**src/rtl/disp_pkg.sv**
```systemverilog
`default_nettype none
// +-----------------------------------------------------------------------+
// | disp_pkg : shared segment patterns and scan defaults for disp_scan     |
// | Revision : 1.0                                                         |
// +-----------------------------------------------------------------------+
package disp_pkg;

  localparam int SCAN_DIV_DEFAULT     = 50000;
  localparam int FLASH_FRAMES_DEFAULT = 200;

  // Active-low patterns, bit order {g,f,e,d,c,b,a}
  localparam logic [6:0] SEG_0    = 7'h40;
  localparam logic [6:0] SEG_1    = 7'h79;
  localparam logic [6:0] SEG_2    = 7'h24;
  localparam logic [6:0] SEG_3    = 7'h30;
  localparam logic [6:0] SEG_4    = 7'h19;
  localparam logic [6:0] SEG_5    = 7'h12;
  localparam logic [6:0] SEG_6    = 7'h02;
  localparam logic [6:0] SEG_7    = 7'h78;
  localparam logic [6:0] SEG_8    = 7'h00;
  localparam logic [6:0] SEG_9    = 7'h10;
  localparam logic [6:0] SEG_DASH = 7'h3F;
  localparam logic [6:0] SEG_OFF  = 7'h7F;

endpackage
`default_nettype wire

```
**src/rtl/seg7_decode.sv**
```systemverilog
`default_nettype none
// +-----------------------------------------------------------------------+
// | seg7_decode : 4-bit value to active-low 7-segment pattern, dash >= 10  |
// | Revision    : 1.0                                                      |
// +-----------------------------------------------------------------------+
module seg7_decode
  import disp_pkg::*;
(
  input  logic [3:0] digit_i,
  output logic [6:0] seg_o
);

  always_comb begin
    seg_o = SEG_DASH;
    case (digit_i)
      4'd0:    seg_o = SEG_0;
      4'd1:    seg_o = SEG_1;
      4'd2:    seg_o = SEG_2;
      4'd3:    seg_o = SEG_3;
      4'd4:    seg_o = SEG_4;
      4'd5:    seg_o = SEG_5;
      4'd6:    seg_o = SEG_6;
      4'd7:    seg_o = SEG_7;
      4'd8:    seg_o = SEG_8;
      4'd9:    seg_o = SEG_9;
      default: seg_o = SEG_DASH;
    endcase
  end

endmodule
`default_nettype wire

```
**src/rtl/disp_scan.sv**
```systemverilog
`default_nettype none
// +-----------------------------------------------------------------------+
// | disp_scan : two-digit multiplexed 7-seg driver with carry dp flash     |
// | Revision  : 1.0                                                        |
// +-----------------------------------------------------------------------+
module disp_scan
  import disp_pkg::*;
#(
  parameter int SCAN_DIV     = SCAN_DIV_DEFAULT,
  parameter int FLASH_FRAMES = FLASH_FRAMES_DEFAULT
) (
  input  logic       clk,
  input  logic       rstn,
  input  logic [3:0] nums_0,
  input  logic [2:0] nums_1,
  input  logic       cout,
  input  logic       blank_lz,
  output logic [6:0] seg,
  output logic [1:0] an,
  output logic       dp
);

  localparam int            FW         = (FLASH_FRAMES < 1) ? 1 : $clog2(FLASH_FRAMES + 1);
  localparam logic [15:0]   PRE_MAX    = 16'(SCAN_DIV - 1);
  localparam logic [FW-1:0] FLASH_LOAD = FW'(FLASH_FRAMES);

  logic [15:0]   presc_q, presc_d;
  logic          idx_q, idx_d;
  logic [3:0]    snap0_q, snap0_d;
  logic [2:0]    snap1_q, snap1_d;
  logic          cout_q;
  logic [FW-1:0] flash_q, flash_d;
  logic [6:0]    seg_q, seg_d;
  logic [1:0]    an_q, an_d;
  logic          dp_q, dp_d;

  logic          tick;
  logic          frame_start;
  logic          cout_rise;
  logic          tens_blank;
  logic [3:0]    dec_in;
  logic [6:0]    dec_out;

  seg7_decode u_dec (
    .digit_i (dec_in),
    .seg_o   (dec_out)
  );

  always_comb begin
    tick        = (presc_q == PRE_MAX);
    frame_start = tick & idx_q;
    presc_d     = tick ? 16'd0 : presc_q + 16'd1;
    idx_d       = idx_q ^ tick;
    // Snapshots only move at frame start so both digits always come from one sample
    snap0_d     = frame_start ? nums_0 : snap0_q;
    snap1_d     = frame_start ? nums_1 : snap1_q;

    cout_rise = cout & ~cout_q;
    flash_d   = flash_q;
    if (cout_rise) begin
      flash_d = FLASH_LOAD;
    end else if (frame_start && (flash_q != '0)) begin
      flash_d = flash_q - FW'(1);
    end

    dec_in     = idx_q ? {1'b0, snap1_q} : snap0_q;
    tens_blank = idx_q & blank_lz & (snap1_q == 3'd0);
    // First cycle of every slot is dark so the segment change never ghosts
    if ((presc_q == 16'd0) || tens_blank) begin
      an_d = 2'b11;
    end else begin
      an_d = idx_q ? 2'b01 : 2'b10;
    end
    seg_d = dec_out;
    dp_d  = ~(~idx_q & (flash_q != '0));
  end

  always_ff @(posedge clk or negedge rstn) begin
    if (!rstn) begin
      presc_q <= 16'd0;
      idx_q   <= 1'b0;
      snap0_q <= 4'd0;
      snap1_q <= 3'd0;
      cout_q  <= 1'b0;
      flash_q <= '0;
      seg_q   <= SEG_OFF;
      an_q    <= 2'b11;
      dp_q    <= 1'b1;
    end else begin
      presc_q <= presc_d;
      idx_q   <= idx_d;
      snap0_q <= snap0_d;
      snap1_q <= snap1_d;
      cout_q  <= cout;
      flash_q <= flash_d;
      seg_q   <= seg_d;
      an_q    <= an_d;
      dp_q    <= dp_d;
    end
  end

  assign seg = seg_q;
  assign an  = an_q;
  assign dp  = dp_q;

endmodule
`default_nettype wire

```
**config.mk**
```make
export PLATFORM = sky130hd
export DESIGN_NAME = disp_scan
export DESIGN_NICKNAME = d
export VERILOG_FILES = /design/src/rtl/disp_pkg.sv /design/src/rtl/seg7_decode.sv /design/src/rtl/disp_scan.sv
export SDC_FILE = /design/constraint.sdc
export NUM_CORES = 1
export LEC_CHECK = 0
export ABC_AREA = 1
export BUFFER_PORTS_ARGS = -buffer_cell sky130_fd_sc_hd__buf_2
export CAP_MARGIN = 25
export CELL_PAD_IN_SITES_DETAIL_PLACEMENT = 0
export CELL_PAD_IN_SITES_GLOBAL_PLACEMENT = 1
export CORE_ASPECT_RATIO = 0.5
export CORE_MARGIN = 2
export CORE_UTILIZATION = 41
export CTS_BUF_LIST = sky130_fd_sc_hd__clkbuf_4 sky130_fd_sc_hd__clkbuf_8
export CTS_CLUSTER_DIAMETER = 120
export DETAILED_ROUTE_END_ITERATION = 10
export PLACE_DENSITY_LB_ADDON = 0.1
export SLEW_MARGIN = 10
export SYNTH_ARGS = -nofsm -noshare
export SYNTH_HDL_FRONTEND = slang
export SYNTH_SLANG_ARGS = --single-unit
```
**constraint.sdc**
```tcl
create_clock -name clk -period 1.8 [get_ports clk]
set_clock_uncertainty 0.05 [all_clocks]
set_input_delay 0.27 -clock clk [delete_from_list [all_inputs] [get_ports clk]]
set_output_delay 0.27 -clock clk [all_outputs]
set_load 0.02 [all_outputs]
```
==> impl_metrics.env, run 1 <==
export IMPL_status="complete, but fails checks"
export IMPL_failed_checks="hold timing"
export IMPL_place_congestion=0.876
export IMPL_final_cell_area_mm2=0.00285
export IMPL_yosys_warnings=0
export IMPL_drt_first_iter_violations=79
export IMPL_antenna_cells=0
export IMPL_antenna_found_initial=0
export IMPL_dpl_hpwl_um=3750
export IMPL_min_period_ns=1.72
export IMPL_rsz0062_at_grt="yes"
export IMPL_clock_sinks=43
export IMPL_antenna_left=0
export IMPL_max_slew_worst_pin_slew_ns=0.559
export IMPL_grt_pass1_wl_um=8690
export IMPL_via_count=1973
export IMPL_htree_num_levels=2
export IMPL_core_mm2=0.00547
export IMPL_relSlewSlack=0.627
export IMPL_yosysUniqueCellTypes=25
export IMPL_whs_ns=-0.0211
export IMPL_io_pin_count=21
export IMPL_avgRoutedWirePerCell_um=11.9
export IMPL_max_freq_mhz=582
export IMPL_drive_gt1_frac=0.254
export IMPL_drc_errors=0
export IMPL_clk_pin_slew_ns=0.09
export IMPL_clk_latency_ns=0.30
export IMPL_min_period_over_period=0.955
export IMPL_die_w_um=110
export IMPL_post_dp_cell_area_mm2=0.00268
export IMPL_area_delta_synth_final_pct=23.1
export IMPL_endpoint_kind="flip-flop"
export IMPL_yosysSeqAreaShare=0.470
export IMPL_wl_um=5010
export IMPL_pre_cts_slack_ns=0.0337
export IMPL_powerDensity_mw_per_mm2=653
export IMPL_avgSynthCellArea_um2=7.96
export IMPL_overflow=0
export IMPL_final_nets=367
export IMPL_grt_max_degree=44
export IMPL_clk_path_buf_depth=2
export IMPL_cts_root_buffer="clkbuf_8"
export IMPL_worst_ep_required_time_ns=1.94
export IMPL_ir_drop_mv=0.344
export IMPL_num_rows=19
export IMPL_cap_viol_max_count=0
export IMPL_syn_nets=312
export IMPL_maxSlewViolCount=0
export IMPL_hold_class="in -> async"
export IMPL_synth_area_mm2=0.00232
export IMPL_numCtsBuffers=5
export IMPL_cts_hold_buffers_added=0
export IMPL_track_usage=0.183
export IMPL_port_buffers=20
export IMPL_die_area_mm2=0.00631
export IMPL_die_y_um=57.2
export IMPL_routed_via_density=4.70
export IMPL_initial_core_util=0.424
export IMPL_path_class="reg -> reg"
export IMPL_first_pass_iters=4
export IMPL_total_power_w=0.00186
export IMPL_startpoint_type="flip-flop"
export IMPL_cts_tree="yes"
export IMPL_synth_seq_cells=43
export IMPL_finalSetupViolCount=0
export IMPL_p_leak_nw=1.43
export IMPL_postLayoutSetupSlackWorst_ns=0.0814
export IMPL_netlist_instances=291
export IMPL_hold_violations=4
export IMPL_crit_fanout=6
export IMPL_grt_pass1_vias=1974
export IMPL_cp_arrival_ns=1.86
registers in the layout (all words and copies together), names as in the netlist:
register,cells
presc_q,16
flash_q,8
seg,7
snap0_q,4
snap1_q,3
an,2
cout_q,1
dp,1
idx_q,1
critical path, stage by stage (launching register included):
cell	delay (ns)
dfrtp_1	0.38
nor2_1	0.20
nand3_1	0.09
nand3b_1	0.19
inv_1	0.09
ha_2	0.20
inv_2	0.05
nor2_2	0.09
buf_6	0.13
nor2_4	0.05
nand2_1	0.07
nand2_1	0.05
synthesized netlist by cell type (all sizes together):
library cell	n	area [µm²]
a21oi	3	15.0
buf	1	11.3
clkbuf	1	3.75
clkinv	1	3.75
dfrtp	33	826
dfstp	10	263
ha	10	125
inv	44	165
nand2	77	302
nand3	24	120
nand3b	1	7.51
nand4	9	56.3
nor2	44	200
nor3	5	25.0
nor3b	1	7.51
o21a	1	7.51
o21ai	17	100
xor2	9	78.8
placed cells by master (no fill, tap or decap), types with 4 or more instances in the layout:
master	synthesis	routed
buf_2	0	20
buf_4	0	28
clkbuf_8	0	5
dfrtp_1	33	33
dfstp_2	10	10
ha_1	10	8
inv_1	43	42
nand2_1	72	72
nand2_2	5	4
nand3_1	24	24
nand4_1	9	9
nor2_1	36	35
nor2_2	5	6
nor3_1	5	5
o21ai_0	11	10
o21ai_1	4	5
xor2_1	9	9
final timing paths:
path	endpoint	depth (start not counted)	slack, ns	startpoint
worst min register to register	snap0_q[1]	2	0.43	snap0_q[1]
worst max register to register	flash_q[5]	11	0.08	presc_q[12]
max in group asynchronous	an[0]	2	1.32	rstn
worst min-delay path	presc_q[6]	2	-0.02	rstn
worst max-delay path	flash_q[5]	11	0.08	presc_q[12]
min in group clk	cout_q	1	0.03	cout
final cells by class:
class,instances,area (µm²)
sequential,43,1090
clock buffer,7,83.8
inverter,45,169
tap,73,91.3
clock inverter,1,30.0
multi-input combinational,201,1060
fill,554,2620
timing repair buffer,50,333
through the flow:
step	instances	utilization	setup TNS (ns)
2_1_floorplan	291	-	0
3_3_place_gp	407	0.490	0
3_5_place_dp	407	0.490	0
4_1_cts	415	0.511	0
5_1_grt	420	0.522	-0.213
6_report	420	0.522	0
timing repair:
action	in CTS	in global routing
gates resized for setup	0	8
setup buffers	0	5
endpoints found under the setup margin	0	11
per-layer routing:
layer | track usage | up-vias | share of wire
li1 | - | 1019 | -
met1 | 0.235 | 928 | 0.47
met2 | 0.312 | 19 | 0.49
met3 | 0.0411 | 7 | 0.029
met4 | 0.0536 | 0 | 0.010
met5 | 0 | - | 0
kinds of logic (layout without fill, tap and decap cells):
family,count (synthesis),after routing,synth area share
adder cells (fa/ha/maj),10,10,0.0540
flip-flops,43,43,0.470
AO/OA/AOI/OAI,21,21,0.0529
buffers and inverters,47,103,0.0794
XOR/XNOR,9,9,0.0340
AND/OR/NAND/NOR,161,161,0.310
where the power goes:
| part | internal [W] | switching (W) |
|---|---|---|
| Clock | 0.000446 | 0.000335 |
| Sequential | 0.000976 | 0.0000114 |
| Combinational | 0.0000313 | 0.0000642 |
(Power assumes the default switching activity.)
==> run 2: changes to the inputs <==
- SYNTH_HIERARCHICAL: not set -> 1
==> run 2 against run 1 <==
Effect of this change:
- hold slack better by 0.043 ns
- cell area down 0.75%
- worst setup slack better by 0.070 ns
- first-iteration DRC count grew 16%
- register-to-register slack better by 0.07 ns
- critical endpoint is now flash_q[0]
- total power decreased by 8.5%
- synthesized cell count rose by 2.7%
- fmax grew 4.3%
- the flow now finishes without violations
- clock power shrank 21%
- largest cell class unchanged
- die area increased by 0.36%
- sequential power about the same
- cell count rose by 1.2%
==> impl_metrics.env, run 2 <==
export IMPL_synth_seq_cells=43
export IMPL_synthFlopType="dfrtp_1"
export IMPL_post_route_util=0.518
export IMPL_die_area_mm2=0.00633
export IMPL_yosysSeqAreaShare=0.468
export IMPL_netSwitchingPower_w=0.000428
export IMPL_grt_pass1_wl_um=8980
export IMPL_hold_violations=0
export IMPL_min_period_over_period=0.916
export IMPL_synth_most_common_cell="nand2_1"
export IMPL_startpoint_type="flip-flop"
export IMPL_maxSlewViolCount=0
export IMPL_initial_core_util=0.425
export IMPL_area_delta_synth_final_pct=21.7
export IMPL_powerDensity_mw_per_mm2=602
export IMPL_synth_top_area_frac=0.355
export IMPL_drt_first_iter_violations=92
export IMPL_crit_fanout=16
export IMPL_core_mm2=0.00547
export IMPL_first_pass_iters=4
export IMPL_drive_gt1_frac=0.253
export IMPL_syn_nets=320
export IMPL_die_w_um=111
export IMPL_seq_power_share=0.580
export IMPL_clock_sinks=43
export IMPL_synth_top_cells_by_count="77 x nand2_1, 46 x inv_1, 38 x nor2_1, 33 x dfrtp_1, 25 x nand3_1"
export IMPL_overflow=0
export IMPL_relSlewSlack=0.624
export IMPL_yosysTopAreaCell="dfrtp_1"
export IMPL_max_slew_worst_pin_slew_ns=0.564
export IMPL_synth_area_mm2=0.00233
export IMPL_grt_pass1_vias=2006
export IMPL_wl_um=5110
export IMPL_via_count=2041
export IMPL_avgRoutedWirePerCell_um=12.0
export IMPL_grt_max_degree=44
export IMPL_cp_arrival_ns=1.79
export IMPL_num_rows=19
export IMPL_track_usage=0.180
export IMPL_die_y_um=57.3
export IMPL_port_buffers=20
export IMPL_p_leak_nw=1.45
export IMPL_final_nets=372
export IMPL_total_power_w=0.00170
export IMPL_antenna_found_initial=0
export IMPL_status="finished, final reports clean"
export IMPL_io_pin_count=21
export IMPL_finalSetupViolCount=0
export IMPL_cts_tree="yes"
export IMPL_min_period_ns=1.65
export IMPL_hold_class="in -> reg"
export IMPL_top_register="presc_q"
export IMPL_clk_pin_slew_ns=0.08
export IMPL_clkPwrFrac=0.363
export IMPL_pwr_share_comb=0.057
export IMPL_rsz0062_at_grt="no"
export IMPL_dpl_hpwl_um=3750
export IMPL_drc_errors=0
export IMPL_antenna_left=0
export IMPL_worst_ep_required_time_ns=1.95
export IMPL_max_freq_mhz=607
export IMPL_ir_drop_mv=0.386
export IMPL_place_congestion=0.819
export IMPL_avgSynthCellArea_um2=7.78
export IMPL_numCtsBuffers=5
export IMPL_final_cell_mix="76 x nand2_1, 43 x inv_1, 37 x nor2_1"
export IMPL_ys_async_sr_fraction=1.00
export IMPL_rrSetupSlack_ns=0.15
export IMPL_path_class="reg -> reg"
export IMPL_yosysUniqueCellTypes=24
export IMPL_ys_top_cells_by_area="dfrtp_1 36%, nand2_1 12%, dfstp_2 11%"
export IMPL_cap_viol_max_count=0
export IMPL_clk_latency_ns=0.31
export IMPL_htree_num_levels=2
export IMPL_synth_edf_count=0
export IMPL_mostFrequentLayoutCell="nand2_1"
export IMPL_routed_via_density=4.80
export IMPL_yosys_warnings=6
export IMPL_swShare=0.251
export IMPL_largest_reg_flops=16
export IMPL_endpoint_kind="flip-flop"
export IMPL_netlist_instances=299
export IMPL_p_int_w=0.00128
export IMPL_cts_root_buffer="clkbuf_8"
export IMPL_clk_path_buf_depth=2
export IMPL_antenna_cells=0
export IMPL_setup_tns_ns=0
[run 2: cell types whose count changed after synthesis, sizes merged, moves of 2 or more]
cell   delta
nand2     +5
inv       +3
xor2      -3
nor2      +2
[run 2: path summary, 6_finish.rpt]
kind	from	endpoint	cells past startpoint
min in group asynchronous	rstn	presc_q[9]	3
setup / recovery	presc_q[0]	flash_q[0]	10
hold reg to reg	flash_q[7]	flash_q[7]	2
max in group asynchronous	rstn	seg[1]	3
hold / removal	cout	cout_q	1
setup reg to reg	presc_q[0]	flash_q[0]	10
[run 2: area by class of cell]
class	instances	area, µm²
Timing Repair Buffer	47	309
Tap cell	73	91.3
Multi-Input combinational cell	206	1080
Fill cell	533	2640
Sequential cell	43	1090
Clock inverter	3	15.0
Clock buffer	5	68.8
Inverter	48	180
[run 2: critical path, cell delays in order, from the launching register on]
cell	delay [ns]
dfrtp_1	0.36
ha_2	0.19
nand2_2	0.08
nor2_4	0.10
nand3b_1	0.13
inv_2	0.09
ha_4	0.14
buf_6	0.15
nand2_1	0.08
nand2_2	0.09
o21ai_1	0.07
[run 2: metal layers]
layer | part of all wire | vias up | track usage
met5 | 0 | - | 0
met4 | 0.015 | 0 | 0.0696
met3 | 0.030 | 8 | 0.0478
met2 | 0.47 | 18 | 0.313
met1 | 0.49 | 981 | 0.220
li1 | - | 1034 | -
[run 2: cell families (layout without fill, tap and decap cells)]
| group | after synthesis | after routing | share of synthesized area |
|---|---|---|---|
| buffers and inverters | 50 | 103 | 0.0807 |
| and+or+nand+nor | 169 | 169 | 0.327 |
| AOI/OAI and AO/OA | 21 | 21 | 0.0479 |
| xor gates and xnor gates | 6 | 6 | 0.0226 |
| adders and majority gates | 10 | 10 | 0.0538 |
| DFF | 43 | 43 | 0.468 |
[run 2: what timing repair did]
action	4_1_cts	5_1_grt
hold buffers	1	0
resized for setup	0	12
buffers inserted	0	1
endpoints found under the setup margin	0	11
hold endpoints to repair	27	0
[run 2: stage by stage]
| step | hold slack, ns | cells | setup WS [ns] | cell area [µm²] |
|---|---|---|---|---|
| floorplan | -0.0756 | 299 | 0.0143 | 2330 |
| global placement | 0.323 | 415 | 0.0644 | 2700 |
| detailed placement | 0.335 | 415 | 0.0317 | 2700 |
| CTS | 0.00981 | 424 | 0.00248 | 2800 |
| global route | 0.0132 | 425 | 0.00191 | 2830 |
| finish | 0.0220 | 425 | 0.152 | 2830 |
[run 2: power groups by stage]
| stage | Sequential, W | Clock [W] | Combinational (W) |
|---|---|---|---|
| after floorplan | 0.00100 | 0 | 0.0000545 |
| after detailed placement | 0.00101 | 0 | 0.0000979 |
| final | 0.000988 | 0.000619 | 0.0000975 |
| after global routing | 0.000990 | 0.000689 | 0.000113 |
| after global placement | 0.00101 | 0 | 0.0000966 |
| after CTS | 0.000988 | 0.000656 | 0.0000996 |
